$ cat config.mk
export PLATFORM = sky130hd
export DESIGN_NAME = cix32_mem_arbiter
export DESIGN_NICKNAME = d
export VERILOG_FILES = /design/src/rtl/cix32_defines.sv /design/src/rtl/cix32_mem_arbiter.sv
export SDC_FILE = /design/constraint.sdc
export NUM_CORES = 1
export LEC_CHECK = 0
export CORE_MARGIN = 2
export CORE_UTILIZATION = 45
export DETAILED_ROUTE_END_ITERATION = 7
export PLACE_DENSITY = 0.94
export SETUP_SLACK_MARGIN = 0.2
export SLEW_MARGIN = 20
export SYNTH_ARGS = -nofsm -noshare
export SYNTH_HDL_FRONTEND = slang
export SYNTH_SLANG_ARGS = --single-unit
export TNS_END_PERCENT = 50
$ cat constraint.sdc
create_clock -name clk -period 3.6 [get_ports clk]
set_clock_uncertainty 0.1 [all_clocks]
set_input_delay 1.08 -clock clk [delete_from_list [all_inputs] [get_ports clk]]
set_output_delay 1.08 -clock clk [all_outputs]
set_load 0.01 [all_outputs]
$ cat src/rtl/cix32_defines.sv
// Shared types and constants for the CIX32 memory arbiter.
package cix32_defines;

  typedef enum logic [1:0] {
    ARB_IDLE = 2'd0,
    ARB_BUSY = 2'd1,
    ARB_DONE = 2'd2
  } arb_state_t;

  localparam logic OWNER_IF = 1'b0;
  localparam logic OWNER_D  = 1'b1;

endpackage

$ cat src/rtl/cix32_mem_arbiter.sv
// Two-port (fetch/data) arbiter onto a single memory port, with a bus timeout.
// Optional round-robin tie-breaking is enabled by defining CIX32_ARB_RR_EN.
module cix32_mem_arbiter
  import cix32_defines::*;
#(
  parameter int TIMEOUT_CYCLES = 255
) (
  input  logic        clk,
  input  logic        rst_n,
  input  logic        if_req,
  input  logic [31:0] if_addr,
  output logic        if_ready,
  input  logic        d_req,
  input  logic [31:0] d_addr,
  input  logic [31:0] d_wdata,
  input  logic [3:0]  d_wstrb,
  input  logic        d_we,
  output logic        d_ready,
  output logic [31:0] rsp_rdata,
  output logic        bus_err,
  output logic        mem_req,
  output logic [31:0] mem_addr,
  output logic [31:0] mem_wdata,
  output logic [3:0]  mem_wstrb,
  output logic        mem_we,
  input  logic [31:0] mem_rdata,
  input  logic        mem_ready,
  output logic        owner
);

  localparam logic [15:0] TIMEOUT_LAST = 16'(TIMEOUT_CYCLES - 1);

  arb_state_t  state_reg, state_next;
  logic        owner_reg, owner_next;
  logic [31:0] addr_reg, addr_next;
  logic [31:0] wdata_reg, wdata_next;
  logic [3:0]  wstrb_reg, wstrb_next;
  logic        we_reg, we_next;
  logic [31:0] rdata_reg, rdata_next;
  logic [15:0] cnt_reg, cnt_next;
  logic        err_reg, err_next;
  logic        grant_d;

  // On a tie, round-robin hands the grant to whichever port did not own last.
`ifdef CIX32_ARB_RR_EN
  assign grant_d = d_req && (!if_req || (owner_reg == OWNER_IF));
`else
  assign grant_d = d_req;
`endif

  always_ff @(posedge clk or negedge rst_n) begin
    if (!rst_n) begin
      state_reg <= ARB_IDLE;
      owner_reg <= OWNER_IF;
      addr_reg  <= '0;
      wdata_reg <= '0;
      wstrb_reg <= '0;
      we_reg    <= 1'b0;
      rdata_reg <= '0;
      cnt_reg   <= '0;
      err_reg   <= 1'b0;
    end else begin
      state_reg <= state_next;
      owner_reg <= owner_next;
      addr_reg  <= addr_next;
      wdata_reg <= wdata_next;
      wstrb_reg <= wstrb_next;
      we_reg    <= we_next;
      rdata_reg <= rdata_next;
      cnt_reg   <= cnt_next;
      err_reg   <= err_next;
    end
  end

  always_comb begin
    state_next = state_reg;
    owner_next = owner_reg;
    addr_next  = addr_reg;
    wdata_next = wdata_reg;
    wstrb_next = wstrb_reg;
    we_next    = we_reg;
    rdata_next = rdata_reg;
    cnt_next   = cnt_reg;
    err_next   = err_reg;
    case (state_reg)
      ARB_IDLE: begin
        if (if_req || d_req) begin
          state_next = ARB_BUSY;
          if (grant_d) begin
            owner_next = OWNER_D;
            addr_next  = d_addr;
            wdata_next = d_wdata;
            wstrb_next = d_wstrb;
            we_next    = d_we;
          end else begin
            owner_next = OWNER_IF;
            addr_next  = if_addr;
            wdata_next = '0;
            wstrb_next = 4'hF;
            we_next    = 1'b0;
          end
        end
      end
      ARB_BUSY: begin
        // A response arriving on the final wait cycle still wins over the abort.
        if (mem_ready) begin
          rdata_next = mem_rdata;
          state_next = ARB_DONE;
        end else if (cnt_reg == TIMEOUT_LAST) begin
          err_next   = 1'b1;
          rdata_next = 32'hFFFF_FFFF;
          state_next = ARB_DONE;
        end else begin
          cnt_next = cnt_reg + 16'd1;
        end
      end
      ARB_DONE: begin
        state_next = ARB_IDLE;
        cnt_next   = '0;
        err_next   = 1'b0;
      end
      default: state_next = ARB_IDLE;
    endcase
  end

  assign mem_req   = (state_reg == ARB_BUSY);
  assign mem_addr  = addr_reg;
  assign mem_wdata = wdata_reg;
  assign mem_wstrb = wstrb_reg;
  assign mem_we    = we_reg;
  assign rsp_rdata = rdata_reg;
  assign owner     = owner_reg;
  assign if_ready  = (state_reg == ARB_DONE) && (owner_reg == OWNER_IF);
  assign d_ready   = (state_reg == ARB_DONE) && (owner_reg == OWNER_D);
  assign bus_err   = (state_reg == ARB_DONE) && err_reg;

endmodule

==> reports/results.txt, run 1 <==
status = finished clean
remaining antenna violation count after routing = 0
period utilisation layout = 0.893
final setup vio count = 0
yosys warns = 0
first-pass GRT wire length = 26,400 um
Vias = 5,020
RSZ-0062 raised after global routing = false
GP Congestion = 0.831
# clock sinks = 121
Final Hold Violating Endpoints = 0
Worst Tran Pin Value = 1.09 ns
Starting Density = 0.466
GRT Overall Usage = 0.260
clock buffer count from CTS = 17
clock-pin slew on the worst setup and hold paths = 0.05 ns
vias in the first global route = 5,183
Die X = 113 um
share of layout cells above drive strength 1 = 0.0689
Syn Inst Count = 514
Pint = 4.68 mW
reg2reg setup slack = 0.90 ns
DP Cell Count = 866
CP endpoint kind = output port
Critical Path RT = 2.42 ns
Worst R2R Start = state_reg[1]
hold depth = 2
Post-CTS Setup Bufs = 0
min-delay src = mem_wdata[5]
DP Area = 7890 um2
power per cell area = 882 nW/um2
Area contributors post-synth = dfrtp_1, nand2_1, mux2i_1
syn_nets = 658
Sw Share = 0.372
Setup CP Type = reg -> out
post-DP HPWL = 11,200 um
Max Buffers Root-to-Sink = 2
Gate power share = 0.451
Peak VDD IR = 381 uV
ant diodes = 0
Routed WL per cell = 18.7 um
Main synth FF type = dfrtp_1
P_sw = 2.77 mW
Async S/R FF share, synth = 1.00
Hold Crit Class = reg -> reg
die area = 12,900 um2
fmax = 311 MHz
Post-synth EDFFs = 0
CTS Hold Bufs = 0
Synth Register Bits = 121
fin area = 8450 um2
final WL = 16,800 um
r2r endpoint = rsp_rdata[16]
Worst R2R Path Depth = 7
initial antenna violation count = 0
Synth Area per Inst = 10.5 um2
Crit path arrival time = 2.04 ns
DRC viols = 0
Distinct cells, synth = 38
relative slew slack = 0.273
max_cap viols = 0
Net count, final = 886
Synth top area share = 0.562
Die Height = 113 um
First-pass DRT Iterations = 5
non-filler instance count after layout = 898
Finished Core Util = 0.730
P&R area growth vs syn = 56.8%
Synth area leader = dfrtp_1
mapped cell area = 5390 um2
detailed-route vias per instance = 5.59
final max-slew violation count = 0
GRT Residual Overflow = 0
buffers added on ports = 243
Initial DRC Count = 354
Top Ports = 244
CTS tree = done
worst-path maximum fanout = 5
total core area = 11,600 um2
hold endpoint = mem_wdata[5]
final setup TNS = 0 ns
CTS H-Tree Depth = 4
largest net degree at the start of global routing = 70
Leak = 3.68 nW
Rows = 39
sequential cell area fraction in the yosys report = 0.562
WHS = 0.366 ns
Tmin final = 3.22 ns
Clk network pwr share = 0.212
type of origin of the critical path = flop
post-cts sizing count = 0
Skew-Pair Late Insertion Delay = 0.40 ns
sequential share of power = 0.337
root buf cell = clkbuf_16
[logic make-up (layout without fill, tap and decap cells)]
kind of cell / count (synthesis) / in the layout / share of synthesized area
simple gates: 186 / 186 / 0.159
fa+ha+maj: 6 / 6 / 0.0139
compound gates: 117 / 117 / 0.161
buf+inv: 49 / 290 / 0.0393
mux: 35 / 35 / 0.0655
flops: 121 / 121 / 0.562
[critical path: stages, from the launching register on]
cell and delay (ns):
dfrtp_1 0.40, inv_1 0.13, ha_1 0.32, nor2b_1 0.22, clkdlybuf4s50_1 0.57
[metrics by stage]
stage / setup slack, ns / total power [mW]
after floorplan: 1.14 / 4.05
after global placement: 0.747 / 5.60
after detailed placement: 0.616 / 5.80
after CTS: 0.360 / 7.48
after global routing: 0.311 / 7.85
final: 0.384 / 7.45
[routing by layer]
metal / wire, um / global-route usage
met5: 0 / 0
met4: 490 / 0.118
met3: 1210 / 0.0595
met2: 8930 / 0.478
met1: 6120 / 0.286
[cell usage in the layout, fill, tap and decap left out, drive strengths merged, types with 2 or more instances in the layout]
cell type	count
nand3	38
buf	11
ha	6
a31oi	4
nand2b	4
nor3	3
a41oi	5
nand2	110
o31ai	16
o41ai	10
nand4	3
clkdlybuf4s50	241
o211ai	2
nor2b	5
a21oi	4
mux2	2
clkbuf	18
and4	4
dfrtp	121
clkinv	6
clkinvlp	4
inv	9
o21ai	41
nor2	2
and2	5
o22a	33
mux2i	33
and3	5
[layout make-up]
| type | count | area, um2 |
|---|---|---|
| Timing Repair Buffer | 252 | 2500 |
| Inverter | 6 | 22.5 |
| Tap cell | 143 | 179 |
| Clock buffer | 18 | 429 |
| Sequential cell | 121 | 3030 |
| Multi-Input combinational cell | 344 | 2160 |
| Fill cell | 730 | 3120 |
| Clock inverter | 14 | 124 |
[cell usage after synthesis, types with 5 or more instances]
cell type / number
mux2i_1: 33
and3_1: 5
nand3_1: 38
o21ai_0: 11
inv_1: 6
o41ai_1: 10
nor2b_1: 5
o21ai_1: 30
ha_1: 6
o22a_1: 33
dfrtp_1: 121
o31ai_1: 8
and2_1: 5
a41oi_1: 5
o31ai_2: 8
nand2_1: 110
buf_1: 6
clkbuf_1: 30
[power groups by stage]
stage | Sequential [mW] | Clock, mW | Combinational [mW]
floorplan | 2.69 | 0 | 1.35
global placement | 2.45 | 0 | 3.15
detailed placement | 2.49 | 0 | 3.31
CTS | 2.50 | 1.61 | 3.38
global route | 2.59 | 1.67 | 3.60
finish | 2.51 | 1.58 | 3.36
[how the worst max path moves through the flow]
stage          depth (start not counted)           to          from
2_1_floorplan                          6  cnt_reg[12]     mem_ready
3_3_place_gp                           4   cnt_reg[7]     mem_ready
3_5_place_dp                           4   cnt_reg[5]     mem_ready
4_1_cts                                4     if_ready  state_reg[0]
5_1_grt                                4     if_ready  state_reg[0]
6_report                               4     if_ready  state_reg[0]
(Power assumes the default switching activity.)
==> inputs of run 2 (changes only) <==
CAP_MARGIN = 20   (was unset)
CORE_UTILIZATION = 38   (was 45)
PLACE_DENSITY = 0.85   (was 0.94)
REMOVE_ABC_BUFFERS = 1   (was unset)
clock period = 2.6 ns   (was 3.6 ns; I/O delays follow)
==> run 2 against run 1 <==
Clock-buffer cell count rose by 1; hold slack got worse by 0.19 ns; clock power rose by 43%; design area rose by 2.7%; cell count rose by 5.6%; wire length fell by 8.0%; sequential power rose by 36%; largest cell class unchanged; highest routed layer unchanged.
==> reports/results.txt, run 2 (same netlist as run 1, synthesis figures left out) <==
non-filler instance count after layout = 948 (was 898)
largest net degree at the start of global routing = 41 (was 70)
met1 Usage GRT = 0.242 (was 0.286)
final max-slew violation count = 0 (unchanged)
Fill cells = 1,116 (was 730)
Leak = 3.78 nW (was 3.68 nW)
post-place setup slack = 0.0462 ns (was 0.616 ns)
WHS = 0.173 ns (was 0.366 ns)
Hold Crit Class = in -> async (was reg -> reg)
most common cell after layout, fill and taps aside = clkdlybuf4s50_1 (unchanged)
grt peak-use layer = met2 (unchanged)
global routing usage on met2 = 0.356 (was 0.478)
share of layout cells above drive strength 1 = 0.0913 (was 0.0689)
crit path launch = state_reg[0] (unchanged)
First-pass DRT Iterations = 5 (unchanged)
r2r endpoint = cnt_reg[3] (was rsp_rdata[16])
die area = 15,100 um2 (was 12,900 um2)
Top Ports = 244 (unchanged)
Die Height = 123 um (was 113 um)
CTS tree = done (unchanged)
remaining antenna violation count after routing = 0 (unchanged)
first-pass GRT wire length = 24,300 um (was 26,400 um)
Skew-Pair Late Insertion Delay = 0.42 ns (was 0.40 ns)
root buf cell = clkbuf_16 (unchanged)
power per cell area = 1200 nW/um2 (was 882 nW/um2)
period utilisation layout = 0.901
# clock sinks = 121 (unchanged)
Tmin final = 2.34 ns
Initial DRC Count = 321 (was 354)
DP Area = 8090 um2 (was 7890 um2)
GRT Overall Usage = 0.208 (was 0.260)
met3 usage = 0.0710 (was 0.0595)
max_cap viols = 0 (unchanged)
worst-path maximum fanout = 4 (was 5)
Routed WL per cell = 16.3 um (was 18.7 um)
Crit path arrival time = 1.46 ns (was 2.04 ns)
initial antenna violation count = 1 (was 0)
fmax = 427 MHz
DP Cell Count = 914 (was 866)
DRC viols = 0 (unchanged)
total core area = 13,900 um2 (was 11,600 um2)
detailed-route vias per instance = 5.12 (was 5.59)
Max Buffers Root-to-Sink = 2 (unchanged)
CP max stage delay = 0.40 ns (was 0.57 ns)
Vias = 4,855 (was 5,020)
CTS H-Tree Depth = 4 (unchanged)
Worst R2R Path Depth = 6 (was 7)
fin area = 8680 um2 (was 8450 um2)
Final Hold Violating Endpoints = 0 (unchanged)
vias in the first global route = 4,768 (was 5,183)
Starting Density = 0.388 (was 0.466)
Worst Tran Pin Value = 0.475 ns (was 1.09 ns)
relative slew slack = 0.679 (was 0.273)
post-DP HPWL = 11,000 um (was 11,200 um)
Rows = 43 (was 39)
final setup vio count = 0 (unchanged)
RSZ-0062 raised after global routing = true (was false)
Peak VDD IR = 498 uV (was 381 uV)
GP Congestion = 0.841 (was 0.831)
crit-path cells = inv_2 -> ha_2 -> and2_1 -> dlygate4sd2_1 (was inv_1 -> ha_1 -> nor2b_1 -> clkdlybuf4s50_1)
clock buffer count from CTS = 17 (unchanged)
Slowest-stage cell, CP = dfrtp_1 (was clkdlybuf4s50_1)
Critical Path RT = 1.72 ns (was 2.42 ns)
status = finished clean (unchanged)
Finished Core Util = 0.625 (was 0.730)
final WL = 15,400 um (was 16,800 um)
commonest non-fill, non-tap cells in the layout = clkdlybuf4s50_1, dfrtp_1, nand2_1 (unchanged)
Setup CP Type = reg -> out (unchanged)
CP Capture Point = d_ready (was if_ready)
clock-pin slew on the worst setup and hold paths = 0.05 ns (about the same)
CP endpoint kind = output port (unchanged)
P&R area growth vs syn = 61.1% (was 56.8%)
buffers added on ports = 243 (unchanged)
GRT Residual Overflow = 0 (unchanged)
reg2reg setup slack = 0.36 ns (was 0.90 ns)
fin worst setup slack = 0.257 ns (was 0.384 ns)
Die X = 123 um (was 113 um)
Worst R2R Start = cnt_reg[0] (was state_reg[1])
type of origin of the critical path = flop (unchanged)
Net count, final = 898 (was 886)
run 2: how the worst min path moves through the flow:
stage / start / end / slack (ns) / depth (start not counted)
global route: rst_n / rsp_rdata[9] / 0.19 / 1
finish: rst_n / cnt_reg[1] / 0.17 / 1
floorplan: cnt_reg[6] / cnt_reg[6] / 0.36 / 1
global placement: mem_wdata[25] / mem_wdata[25] / 0.35 / 2
detailed placement: mem_wdata[1] / mem_wdata[1] / 0.35 / 2
CTS: rst_n / cnt_reg[13] / 0.17 / 1
run 2: cell type report:
class	count	area, um2	share of cell area
Antenna cell	1	2.50	0.000288
Clock buffer	19	453	0.0522
Clock inverter	13	120	0.0138
Inverter	6	22.5	0.00260
Multi-Input combinational cell	344	2170	0.250
Sequential cell	121	3030	0.349
Tap cell	180	225	0.0260
Timing Repair Buffer	264	2650	0.306
run 2: metal layers:
metal	wire length (um)	up-vias	share of wire
met1	6070	2322	0.39
li1	-	2320	-
met2	7800	184	0.51
met4	269	0	0.017
met3	1280	29	0.083
met5	0	-	0
run 2: power breakdown:
part           internal, mW  switching [mW]
Combinational          2.51            2.22
Clock                  1.37           0.887
Sequential             2.81           0.602
run 2: repair_timing:
item,4_1_cts,5_1_grt
hold buffers,0,0
buffers inserted,1,0
gates resized for setup,9,3
endpoints found under the setup margin,4,3
run 2: per-stage QoR:
stage          setup TNS (ns)  power [mW]
4_1_cts                     0        10.5
3_5_place_dp                0        8.20
3_3_place_gp                0        8.01
2_1_floorplan         -141.36        5.48
5_1_grt                     0        11.1
6_report                    0        10.4
run 2: critical path, delay by kind of cell (launching register included):
family,cells,cell delay [ns]
adders and majority gates,1,0.20
buffers and inverters,2,0.34
and+or+nand+nor,1,0.11
DFF,1,0.40
